`src/rtl/mdio_pkg.sv`:
```
// Shared types and field widths for the Clause-22 MDIO responder.
package mdio_pkg;

  localparam int PHYAD_W = 5;
  localparam int REGAD_W = 5;
  localparam int DATA_W  = 16;

  localparam logic [1:0] OP_READ  = 2'b10;
  localparam logic [1:0] OP_WRITE = 2'b01;

  typedef enum logic [2:0] {
    PRE,
    ST1,
    OP,
    PHYAD,
    REGAD,
    TA,
    RD_DATA,
    WR_DATA
  } mdio_state_e;

endpackage

```
`src/rtl/mdio_responder_if.sv`:
```
// MDIO pad signals plus the register-file port between responder and register owner.
interface mdio_responder_if;
  import mdio_pkg::*;

  logic               mdc_i;
  logic               mdio_i;
  logic               mdio_o;
  logic               mdio_oe;
  logic [REGAD_W-1:0] reg_addr;
  logic [DATA_W-1:0]  reg_wdata;
  logic               reg_we;
  logic               reg_re;
  logic [DATA_W-1:0]  reg_rdata;
  logic               busy;

  modport slave (
    input  mdc_i, mdio_i, reg_rdata,
    output mdio_o, mdio_oe, reg_addr, reg_wdata, reg_we, reg_re, busy
  );

  modport master (
    output mdc_i, mdio_i, reg_rdata,
    input  mdio_o, mdio_oe, reg_addr, reg_wdata, reg_we, reg_re, busy
  );

endinterface

```
`src/rtl/mdio_edge_sync.sv`:
```
// Synchronises MDC/MDIO into the clk domain and flags synced MDC rising edges.
module mdio_edge_sync #(
  parameter int SYNC_STAGES = 2
) (
  input  logic clk,
  input  logic rst,
  input  logic mdc_i,
  input  logic mdio_i,
  output logic mdc_rise,
  output logic mdio_s
);

  logic [SYNC_STAGES-1:0] mdc_sync;
  logic [SYNC_STAGES-1:0] mdio_sync;
  logic                   mdc_prev;

  // MDIO idles high on the bus, so its synchroniser resets to 1
  always_ff @(posedge clk or posedge rst) begin
    if (rst) begin
      mdc_sync  <= '0;
      mdio_sync <= '1;
      mdc_prev  <= 1'b0;
    end else begin
      mdc_sync  <= {mdc_sync[SYNC_STAGES-2:0], mdc_i};
      mdio_sync <= {mdio_sync[SYNC_STAGES-2:0], mdio_i};
      mdc_prev  <= mdc_sync[SYNC_STAGES-1];
    end
  end

  assign mdc_rise = mdc_sync[SYNC_STAGES-1] & ~mdc_prev;
  assign mdio_s   = mdio_sync[SYNC_STAGES-1];

endmodule

```
`src/rtl/mdio_responder.sv`:
```
// PHY-side Clause-22 MDIO responder with a register-file port.
// Optional: MDIO_PREAMBLE_SUPPRESS_EN accepts a preamble-less frame after a matched one.
module mdio_responder
  import mdio_pkg::*;
#(
  parameter logic [PHYAD_W-1:0] PHY_ADDR    = 5'd0,
  parameter int                 SYNC_STAGES = 2,
  parameter int                 PRE_LEN     = 32
) (
  input  logic            clk,
  input  logic            rst,
  mdio_responder_if.slave bus
);

`ifdef MDIO_PREAMBLE_SUPPRESS_EN
  localparam bit SUPPRESS_EN = 1'b1;
`else
  localparam bit SUPPRESS_EN = 1'b0;
`endif

  localparam int               PRE_W   = $clog2(PRE_LEN + 1);
  localparam logic [PRE_W-1:0] PRE_MAX = PRE_W'(PRE_LEN);

  logic mdc_rise, mdio_s;

  mdio_edge_sync #(.SYNC_STAGES(SYNC_STAGES)) u_sync (
    .clk      (clk),
    .rst      (rst),
    .mdc_i    (bus.mdc_i),
    .mdio_i   (bus.mdio_i),
    .mdc_rise (mdc_rise),
    .mdio_s   (mdio_s)
  );

  mdio_state_e         state_q, state_d;
  logic [PRE_W-1:0]    pre_cnt_q, pre_cnt_d;
  logic [3:0]          bit_cnt_q, bit_cnt_d;
  logic                op_hi_q, op_hi_d;
  logic                is_read_q, is_read_d;
  logic                match_q, match_d;
  logic                armed_q, armed_d;
  logic [PHYAD_W-1:0]  phyad_q, phyad_d;
  logic [REGAD_W-2:0]  regad_q, regad_d;
  logic [DATA_W-1:0]   shreg_q, shreg_d;
  logic                mdio_o_q, mdio_o_d, mdio_oe_q, mdio_oe_d;
  logic [REGAD_W-1:0]  reg_addr_q, reg_addr_d;
  logic [DATA_W-1:0]   reg_wdata_q, reg_wdata_d;
  logic                reg_we_q, reg_we_d, reg_re_q, reg_re_d;
  logic                busy_q, busy_d;
  logic                frame_done, frame_abort, drive_rd;

  assign drive_rd = is_read_q & match_q;

  always_ff @(posedge clk or posedge rst) begin
    if (rst) begin
      state_q     <= PRE;
      pre_cnt_q   <= '0;
      bit_cnt_q   <= '0;
      op_hi_q     <= 1'b0;
      is_read_q   <= 1'b0;
      match_q     <= 1'b0;
      armed_q     <= 1'b0;
      phyad_q     <= '0;
      regad_q     <= '0;
      shreg_q     <= '0;
      mdio_o_q    <= 1'b1;
      mdio_oe_q   <= 1'b0;
      reg_addr_q  <= '0;
      reg_wdata_q <= '0;
      reg_we_q    <= 1'b0;
      reg_re_q    <= 1'b0;
      busy_q      <= 1'b0;
    end else begin
      state_q     <= state_d;
      pre_cnt_q   <= pre_cnt_d;
      bit_cnt_q   <= bit_cnt_d;
      op_hi_q     <= op_hi_d;
      is_read_q   <= is_read_d;
      match_q     <= match_d;
      armed_q     <= armed_d;
      phyad_q     <= phyad_d;
      regad_q     <= regad_d;
      shreg_q     <= shreg_d;
      mdio_o_q    <= mdio_o_d;
      mdio_oe_q   <= mdio_oe_d;
      reg_addr_q  <= reg_addr_d;
      reg_wdata_q <= reg_wdata_d;
      reg_we_q    <= reg_we_d;
      reg_re_q    <= reg_re_d;
      busy_q      <= busy_d;
    end
  end

  always_comb begin
    state_d     = state_q;
    pre_cnt_d   = pre_cnt_q;
    bit_cnt_d   = bit_cnt_q;
    op_hi_d     = op_hi_q;
    is_read_d   = is_read_q;
    match_d     = match_q;
    armed_d     = armed_q;
    phyad_d     = phyad_q;
    regad_d     = regad_q;
    shreg_d     = shreg_q;
    mdio_o_d    = mdio_o_q;
    mdio_oe_d   = mdio_oe_q;
    reg_addr_d  = reg_addr_q;
    reg_wdata_d = reg_wdata_q;
    reg_we_d    = 1'b0;
    reg_re_d    = 1'b0;
    busy_d      = busy_q;
    frame_done  = 1'b0;
    frame_abort = 1'b0;

    // Read data is captured while reg_re is visible, so reg_addr is already valid for the owner
    if (reg_re_q) shreg_d = bus.reg_rdata;

    if (mdc_rise) begin
      unique case (state_q)
        PRE: begin
          if (mdio_s) begin
            if (pre_cnt_q != PRE_MAX) pre_cnt_d = pre_cnt_q + 1'b1;
          end else if (pre_cnt_q == PRE_MAX || armed_q) begin
            state_d   = ST1;
            busy_d    = 1'b1;
            pre_cnt_d = '0;
            armed_d   = 1'b0;
          end else begin
            pre_cnt_d = '0;
          end
        end
        ST1: begin
          if (mdio_s) begin
            state_d   = OP;
            bit_cnt_d = '0;
          end else begin
            frame_abort = 1'b1;
          end
        end
        OP: begin
          if (bit_cnt_q == 4'd0) begin
            op_hi_d   = mdio_s;
            bit_cnt_d = 4'd1;
          end else if ({op_hi_q, mdio_s} == OP_READ || {op_hi_q, mdio_s} == OP_WRITE) begin
            is_read_d = ({op_hi_q, mdio_s} == OP_READ);
            state_d   = PHYAD;
            bit_cnt_d = '0;
          end else begin
            frame_abort = 1'b1;
          end
        end
        PHYAD: begin
          phyad_d   = {phyad_q[PHYAD_W-2:0], mdio_s};
          bit_cnt_d = bit_cnt_q + 1'b1;
          if (bit_cnt_q == 4'd4) begin
            state_d   = REGAD;
            bit_cnt_d = '0;
          end
        end
        REGAD: begin
          regad_d   = {regad_q[REGAD_W-3:0], mdio_s};
          bit_cnt_d = bit_cnt_q + 1'b1;
          if (bit_cnt_q == 4'd4) begin
            reg_addr_d = {regad_q, mdio_s};
            match_d    = (phyad_q == PHY_ADDR);
            reg_re_d   = is_read_q && (phyad_q == PHY_ADDR);
            state_d    = TA;
            bit_cnt_d  = '0;
          end
        end
        TA: begin
          if (bit_cnt_q == 4'd0) begin
            if (drive_rd) begin
              mdio_oe_d = 1'b1;
              mdio_o_d  = 1'b0;
            end
            bit_cnt_d = 4'd1;
          end else begin
            if (drive_rd) begin
              mdio_o_d = shreg_q[DATA_W-1];
              shreg_d  = {shreg_q[DATA_W-2:0], 1'b0};
            end
            state_d   = is_read_q ? RD_DATA : WR_DATA;
            bit_cnt_d = '0;
          end
        end
        RD_DATA: begin
          if (bit_cnt_q != 4'd15) begin
            if (drive_rd) begin
              mdio_o_d = shreg_q[DATA_W-1];
              shreg_d  = {shreg_q[DATA_W-2:0], 1'b0};
            end
            bit_cnt_d = bit_cnt_q + 1'b1;
          end else begin
            mdio_oe_d  = 1'b0;
            mdio_o_d   = 1'b1;
            frame_done = 1'b1;
          end
        end
        WR_DATA: begin
          shreg_d   = {shreg_q[DATA_W-2:0], mdio_s};
          bit_cnt_d = bit_cnt_q + 1'b1;
          if (bit_cnt_q == 4'd15) begin
            if (match_q) begin
              reg_wdata_d = {shreg_q[DATA_W-2:0], mdio_s};
              reg_we_d    = 1'b1;
            end
            frame_done = 1'b1;
          end
        end
      endcase
    end

    // Every frame end restarts preamble counting; only a completed matched frame may re-arm suppression
    if (frame_done || frame_abort) begin
      state_d   = PRE;
      busy_d    = 1'b0;
      pre_cnt_d = '0;
      bit_cnt_d = '0;
      armed_d   = frame_done && SUPPRESS_EN && match_q;
    end
  end

  assign bus.mdio_o    = mdio_o_q;
  assign bus.mdio_oe   = mdio_oe_q;
  assign bus.reg_addr  = reg_addr_q;
  assign bus.reg_wdata = reg_wdata_q;
  assign bus.reg_we    = reg_we_q;
  assign bus.reg_re    = reg_re_q;
  assign bus.busy      = busy_q;

endmodule

```
`src/flat_wrapper.sv`:
```
// flat-port wrapper written by rule: the top's interface ports become plain ports
module mdio_responder_flat import mdio_pkg::*;
#(
  parameter logic [PHYAD_W-1:0] PHY_ADDR    = 5'd0,
  parameter int                 SYNC_STAGES = 2,
  parameter int                 PRE_LEN     = 32
)
  (clk, rst, bus_mdc_i, bus_mdio_i, bus_reg_rdata, bus_mdio_o, bus_mdio_oe, bus_reg_addr, bus_reg_wdata, bus_reg_we, bus_reg_re, bus_busy);
  mdio_responder_if bus_i ();
  input  logic clk;
  input  logic rst;
  input wire logic [$bits(bus_i.mdc_i)-1:0] bus_mdc_i;
  input wire logic [$bits(bus_i.mdio_i)-1:0] bus_mdio_i;
  input wire logic [$bits(bus_i.reg_rdata)-1:0] bus_reg_rdata;
  output wire logic [$bits(bus_i.mdio_o)-1:0] bus_mdio_o;
  output wire logic [$bits(bus_i.mdio_oe)-1:0] bus_mdio_oe;
  output wire logic [$bits(bus_i.reg_addr)-1:0] bus_reg_addr;
  output wire logic [$bits(bus_i.reg_wdata)-1:0] bus_reg_wdata;
  output wire logic [$bits(bus_i.reg_we)-1:0] bus_reg_we;
  output wire logic [$bits(bus_i.reg_re)-1:0] bus_reg_re;
  output wire logic [$bits(bus_i.busy)-1:0] bus_busy;
  assign bus_i.mdc_i = bus_mdc_i;
  assign bus_i.mdio_i = bus_mdio_i;
  assign bus_i.reg_rdata = bus_reg_rdata;
  assign bus_mdio_o = bus_i.mdio_o;
  assign bus_mdio_oe = bus_i.mdio_oe;
  assign bus_reg_addr = bus_i.reg_addr;
  assign bus_reg_wdata = bus_i.reg_wdata;
  assign bus_reg_we = bus_i.reg_we;
  assign bus_reg_re = bus_i.reg_re;
  assign bus_busy = bus_i.busy;
  mdio_responder #(.PHY_ADDR(PHY_ADDR), .SYNC_STAGES(SYNC_STAGES), .PRE_LEN(PRE_LEN)) u_core (.clk(clk), .rst(rst), .bus(bus_i));
endmodule
```
`config.mk`:
```
export PLATFORM = sky130hd
export DESIGN_NAME = mdio_responder_flat
export DESIGN_NICKNAME = d
export VERILOG_FILES = /design/src/rtl/mdio_pkg.sv /design/src/rtl/mdio_responder_if.sv /design/src/rtl/mdio_edge_sync.sv /design/src/rtl/mdio_responder.sv /design/src/flat_wrapper.sv
export SDC_FILE = /design/constraint.sdc
export NUM_CORES = 1
export LEC_CHECK = 0
export ABC_AREA = 1
export CORE_MARGIN = 2
export CORE_UTILIZATION = 50
export CTS_CLUSTER_SIZE = 40
export DETAILED_ROUTE_END_ITERATION = 8
export PLACE_DENSITY_LB_ADDON = 0.05
export SLEW_MARGIN = 20
export SYNTH_ARGS = -nofsm -noshare
export SYNTH_HDL_FRONTEND = slang
export SYNTH_SLANG_ARGS = --single-unit
```
`constraint.sdc`:
```
create_clock -name clk -period 3.86 [get_ports clk]
set_clock_uncertainty 0.2 [all_clocks]
set_input_delay 1.158 -clock clk [delete_from_list [all_inputs] [get_ports clk]]
set_output_delay 1.158 -clock clk [all_outputs]
set_load 0.005 [all_outputs]
```
# Word level (Yosys, flattened, before mapping)
# Index checks and enable logic that the tools add are counted.
[totals]
wordCells = 149
out_inout_bits = 26
input_bits = 20
regBits = 73
[op_classes]
n_bitwise = 4
n_addsub = 2
eq_ne = 30
mux = 67
n_reduce_logical = 26
[op_table]
columns = ["cell", "n"]
rows = [
  ["$mux W16", 5],
  ["$pmux W16 S3", 1],
  ["$mux W1", 33],
  ["$mux W3", 10],
  ["$mux W6", 5],
  ["$mux W4", 7],
  ["$pmux W4 S6", 1],
  ["$ne A3 B1 Y1 const B", 6],
  ["$pmux W3 S6", 1],
  ["$reduce_bool A7 Y1", 2],
  ["$eq A3 B3 Y1 const B", 4],
  ["$reduce_and A3 Y1", 4],
  ["$reduce_and A4 Y1", 3],
  ["$reduce_and A10 Y1", 1],
  ["$reduce_and A5 Y1", 2],
  ["$ne A3 B2 Y1 const B", 3],
  ["$pmux W1 S2", 4],
  ["$reduce_bool A2 Y1", 4],
  ["$add A6 B1 Y6 const B", 1],
  ["$eq A3 B2 Y1 const B", 2],
  ["$eq A6 B6 Y1 const B", 1],
  ["$ne A2 B1 Y1 const B", 3],
  ["$ne A3 B3 Y1 const B", 2],
  ["$ne A6 B6 Y1 const B", 1],
  ["other kinds (18)", 23],
]

# Logic depth before layout (Yosys ltp)
[logic_depth]
word_depth = 9
ltp_mapped = 11
ltp_nobuf = 11

# Modules after synthesis
# From an unflattened synthesis, not the netlist that was laid out.
[unflattened]
cells_unflattened = 432
hier_area_um2 = 3798.6
[modules_own_cells]
columns = ["module", "seq_area_each_um2", "area_per_inst_um2", "cells_each", "n_inst"]
rows = [
  ["mdio_responder", 1677.9, 3657.3, 424, 1],
  ["mdio_edge_sync", 127.6, 141.4, 8, 1],
]

# Worst setup path before layout
# No wires, ideal clock.
[synth_timing]
kind = "flip-flop to flip-flop"
startpoint = "register u_core.u_sync.mdio_sync[1]"
endpoint = "register u_core.pre_cnt_q[3]"
arrival_time_ns = 1.590
stages_incl_launch_ff = 11
setup_time_ns = 0.117
slack_ns = 1.953
synth_period_minus_slack_ns = 1.907
required_time_ns = 3.543
n_path_buf = 1
cell_sequence = "dfstp_2 -> buf_4 -> inv_2 -> ha_1 -> nand3_1 -> nand2_4 -> nand2_8 -> nand2_4 -> nand2_4 -> nand2_1 -> nand2_1"
[synth_between]
elab_chain_len = 9
elab_cells_between_ends = 17
classes_between = "eq/ne: 3; mux: 9; reduce/logical: 5"
[synth_rtl]
columns = ["element", "line_no", "text"]
rows = [
  ["start: declaration", "mdio_edge_sync.sv:14", "logic [SYNC_STAGES-1:0] mdio_sync;"],
  ["start signal: assignment", "mdio_edge_sync.sv:25", "mdio_sync <= {mdio_sync[SYNC_STAGES-2:0], mdio_i};"],
  ["$eq A2 B2 Y1 or $eq A2 B1 Y1 (tied branches)", "mdio_responder.sv:144", "end else if ({op_hi_q, mdio_s} == OP_READ || {op_hi_q, mdio_s} == OP_WRITE) begin"],
  ["$logic_or A1 B1 Y1", "mdio_responder.sv:144", ""],
  ["$mux W1", "mdio_responder.sv:144", ""],
  ["$mux W1", "mdio_responder.sv:141", "if (bit_cnt_q == 4'd0) begin"],
  ["$pmux W1 S2", "mdio_responder.sv:119", "unique case (state_q)"],
  ["$mux W1", "mdio_responder.sv:118", "if (mdc_rise) begin"],
  ["$logic_or A1 B1 Y1", "mdio_responder.sv:215", "if (frame_done || frame_abort) begin"],
  ["$ne A3 B1 Y1 (no line) or $reduce_bool A2 Y1 (tied branches)", "--", ""],
  ["$reduce_and A3 Y1 (no line)", "--", ""],
  ["end signal: assignment", "mdio_responder.sv:75", "pre_cnt_q <= pre_cnt_d;"],
  ["end: declaration", "mdio_responder.sv:36", "logic [PRE_W-1:0] pre_cnt_q, pre_cnt_d;"],
]
# Parallel ways exist; a longest one is shown, timed or not. The select of a mux whose other input is x is not followed.
# A chain may end at the register's enable or synchronous reset.

# Final worst setup path
[layout_timing]
startpoint = "register u_core.mdio_o_q, in the netlist u_core.bus.mdio_o"
endpoint = "output bus_mdio_o"
[layout_lines]
columns = ["element", "line_no", "text"]
rows = [
  ["start: declaration", "mdio_responder.sv:45", "logic mdio_o_q, mdio_o_d, mdio_oe_q, mdio_oe_d;"],
  ["start signal: assignment", "mdio_responder.sv:84", "mdio_o_q <= mdio_o_d;"],
  ["end: declaration", "flat_wrapper.sv:15", "output wire logic [$bits(bus_i.mdio_o)-1:0] bus_mdio_o;"],
]
# No word-level cell between the ends.

==> out/metrics.csv <==
stage;metric;value;unit
floorplanning;die_h;88.6;um
cells_and_area;finish.utilization;62.3;%
cts;clk_latency;0.35;ns
global_route;grt_pass1_wl;12800;um
critical_path;criticalPathCategory;flip-flop to primary output;
placed_design;dp_hpwl;5140;um
global_route;grt_overflow_total;0;
routing;via_per_inst;5.01;
critical_path;slowest_delay;0.54;ns
global_route;antenna_found_initial;0;
floorplanning;dieArea;7840;sq um
cts;ctsHoldBuffers;0;
critical_path;startpoint;u_core.bus.mdio_o;
placed_design;gp_congestion;0.802;
cells_and_area;final_cells;570;
cts;cts_resized;0;
critical_path;worst-path-buf-inv;1;
cts;h-tree-depth;3;
pwr;power_density;324;nW/um^2
critical_path;crit_family;flip-flops;
timing;fin_tns_setup;0;ns
cells_and_area;mostFrequentLayoutCell;nand2_1;
critical_path;cp-end-kind;primary output;
critical_path;reg2regPathDepth;6;
worst_hold_path;hold_depth;0;
placed_design;dpl-instance-area;4100;sq um
synthesis;yosys_warnings;0;
cts;cts_root_buf;clkbuf_8;
timing;finalHoldViolations;0;
critical_path;path_cells;clkdlybuf4s50_1;
synthesis;synth_cells;424;
timing;drv_slew;0;
floorplanning;ios;46;
synthesis;avgSynthCellArea;8.43;sq um
cts;cts_setup_buffers;0;
global_route;grtUsageTotal;21.1;%
run_status;status;finished clean;
cells_and_area;stdcell_area;4280;sq um
cells_and_area;drive_above_1_share;12.4;%
timing;finalCritPeriodShare;71.0;%
floorplanning;coreArea;6870;sq um
floorplanning;rows;30;
routing;drc;0;
global_route;grt_pass1_vias;2712;
worst_hold_path;hold_start;u_core.u_sync.mdc_sync[0];
critical_path;r2r_end;u_core.shreg_q[5];
synthesis;ys_seq_area_share;50.5;%
routing;detailroute.via_count;2856;
routing;firstDrtPassIters;4;
routing;ant_nets;0;
floorplanning;die_w;88.6;um
critical_path;required;2.50;ns
cells_and_area;syn2layout_area_growth;19.6;%
timing;min_period;2.74;ns
cts;tritoncts;built;
synthesis;netlist.top_cell.by_area;dfrtp_1;
timing;fmax;365;MHz
synthesis;synth_top_area_share;48.3;%
timing;worst-slew-pin-transition;0.624;ns
critical_path;path_max_fanout;3;
critical_path;r2r_setup_slack;1.70;ns
timing;setup_viol;0;
pwr;vdd_ir_drop_max;0.250;mV
critical_path;timing.rr.start;u_core.u_sync.mdc_prev;
worst_hold_path;hp-class;flip-flop to flip-flop;
cts;clkSlewWorstSetupHoldPaths;0.08;ns
placed_design;io_buffers;45;
cells_and_area;mostFrequentLayoutCells;nand2_1 (99), dfrtp_1 (69), o21ai_0 (55);
synthesis;syn_area;3580;sq um
cts;cts_inserted_buffers;9;
routing;wire_per_inst;13.0;um
cts;clock_path_buffers;2;
cells_and_area;antenna_cells;0;
placed_design;dp_slack;1.33;ns
timing;relSlewSlack;58.3;%
flow_run;max-cap-violations;0;
worst_hold_path;min_to;u_core.u_sync.mdc_sync[1];
pwr;power.leakage;0.00196;uW
cts;cts.sinks;72;
timing;rsz0062_at_grt;false;
routing;drt-initial-drc-count;157;
critical_path;start_kind;flip-flop;
floorplanning;initial_core_util;52.1;%
critical_path;critPathArrivalTime;1.38;ns
synthesis;synth_fp_nets;449;
synthesis;ys_types;36;
timing;worst_slack;1.12;ns
global_route;grt_start_max_net_pins;45;
cells_and_area;final_nets;494;
routing;wl;7430;um
synthesis;ys_ff_latch;72;
synthesis;synth_area_leaders;dfrtp_1 (48%), nand2_1 (10%), o21ai_0 (7.7%);
placed_design;dp.cells;554;
critical_path;slowest_stage;dfstp_2;
==> state kept, by name, indices dropped and copies added, names as in the netlist, 2 cells and up <==
register / flops
u_core.u_sync.mdio_sync: 2
u_core.phyad_q: 5
u_core.bit_cnt_q: 4
u_core.u_sync.mdc_sync: 2
u_core.shreg_q: 16
u_core.bus.reg_addr: 5
u_core.regad_q: 4
u_core.bus.reg_wdata: 16
u_core.pre_cnt_q: 6
u_core.state_q: 3
==> through the flow <==
step	hold slack, ns	power [uW]
6_report	0.156	1390
3_5_place_dp	0.140	856
5_1_grt	0.162	1450
3_3_place_gp	0.134	855
2_1_floorplan	0.131	823
4_1_cts	0.159	1410
==> cell usage after synthesis, drive strengths merged <==
cell type  count
clkinv         2
ha             5
xor2           1
clkbuf         6
o211ai         2
o32ai          1
dfrtp         69
nand3         44
mux2i          2
o22ai          1
o21bai         1
inv           52
dfstp          3
or2            2
nand4          8
nor2          30
nand2        105
a21boi         1
o21ai         65
mux2           1
buf            7
a21oi         10
nor4           1
nor3           5
==> layout make-up <==
cell class	instances	area [sq um]
clock buffers	9	124
clock inverters	7	55.1
fillers	627	2590
inverters	54	205
multi-input cells	285	1490
flip-flops and latches	72	1810
well taps	96	120
repair buffers	47	478
==> where the power goes <==
part	internal, uW	switching, uW
registers	762	10.3
logic	30.0	39.3
clock network	238	306
total	1030	356
==> kinds of logic (layout without fill, tap and decap cells) <==
group / after synthesis / after routing / synth area share (%)
AND/OR/NAND/NOR: 195 / 195 / 25.8
AO/OA/AOI/OAI: 81 / 81 / 13.0
multiplexers: 3 / 3 / 0.875
XOR/XNOR: 1 / 1 / 0.245
adder cells (fa/ha/maj): 5 / 5 / 1.75
flip-flops: 72 / 72 / 50.5
buffers and inverters: 67 / 117 / 7.87
==> worst max path at each step <==
| stage | to | slack [ns] | cells after the start |
|---|---|---|---|
| floorplan | u_core.bit_cnt_q[0] | 0.68 | 1 |
| global placement | u_core.bus.mdio_o | 1.33 | 3 |
| detailed placement | u_core.bus.mdio_o | 1.33 | 3 |
| CTS | bus_mdio_o | 1.09 | 1 |
| global route | bus_mdio_o | 1.07 | 1 |
| finish | bus_mdio_o | 1.12 | 1 |
==> routing by layer <==
metal	GRT usage, %	wire [um]	up-vias
li1	-	-	1472
met1	30.0	3580	1324
met2	32.5	3480	56
met3	4.66	315	4
met4	6.75	51	0
met5	0	0	-
(Power assumes the default switching activity.)
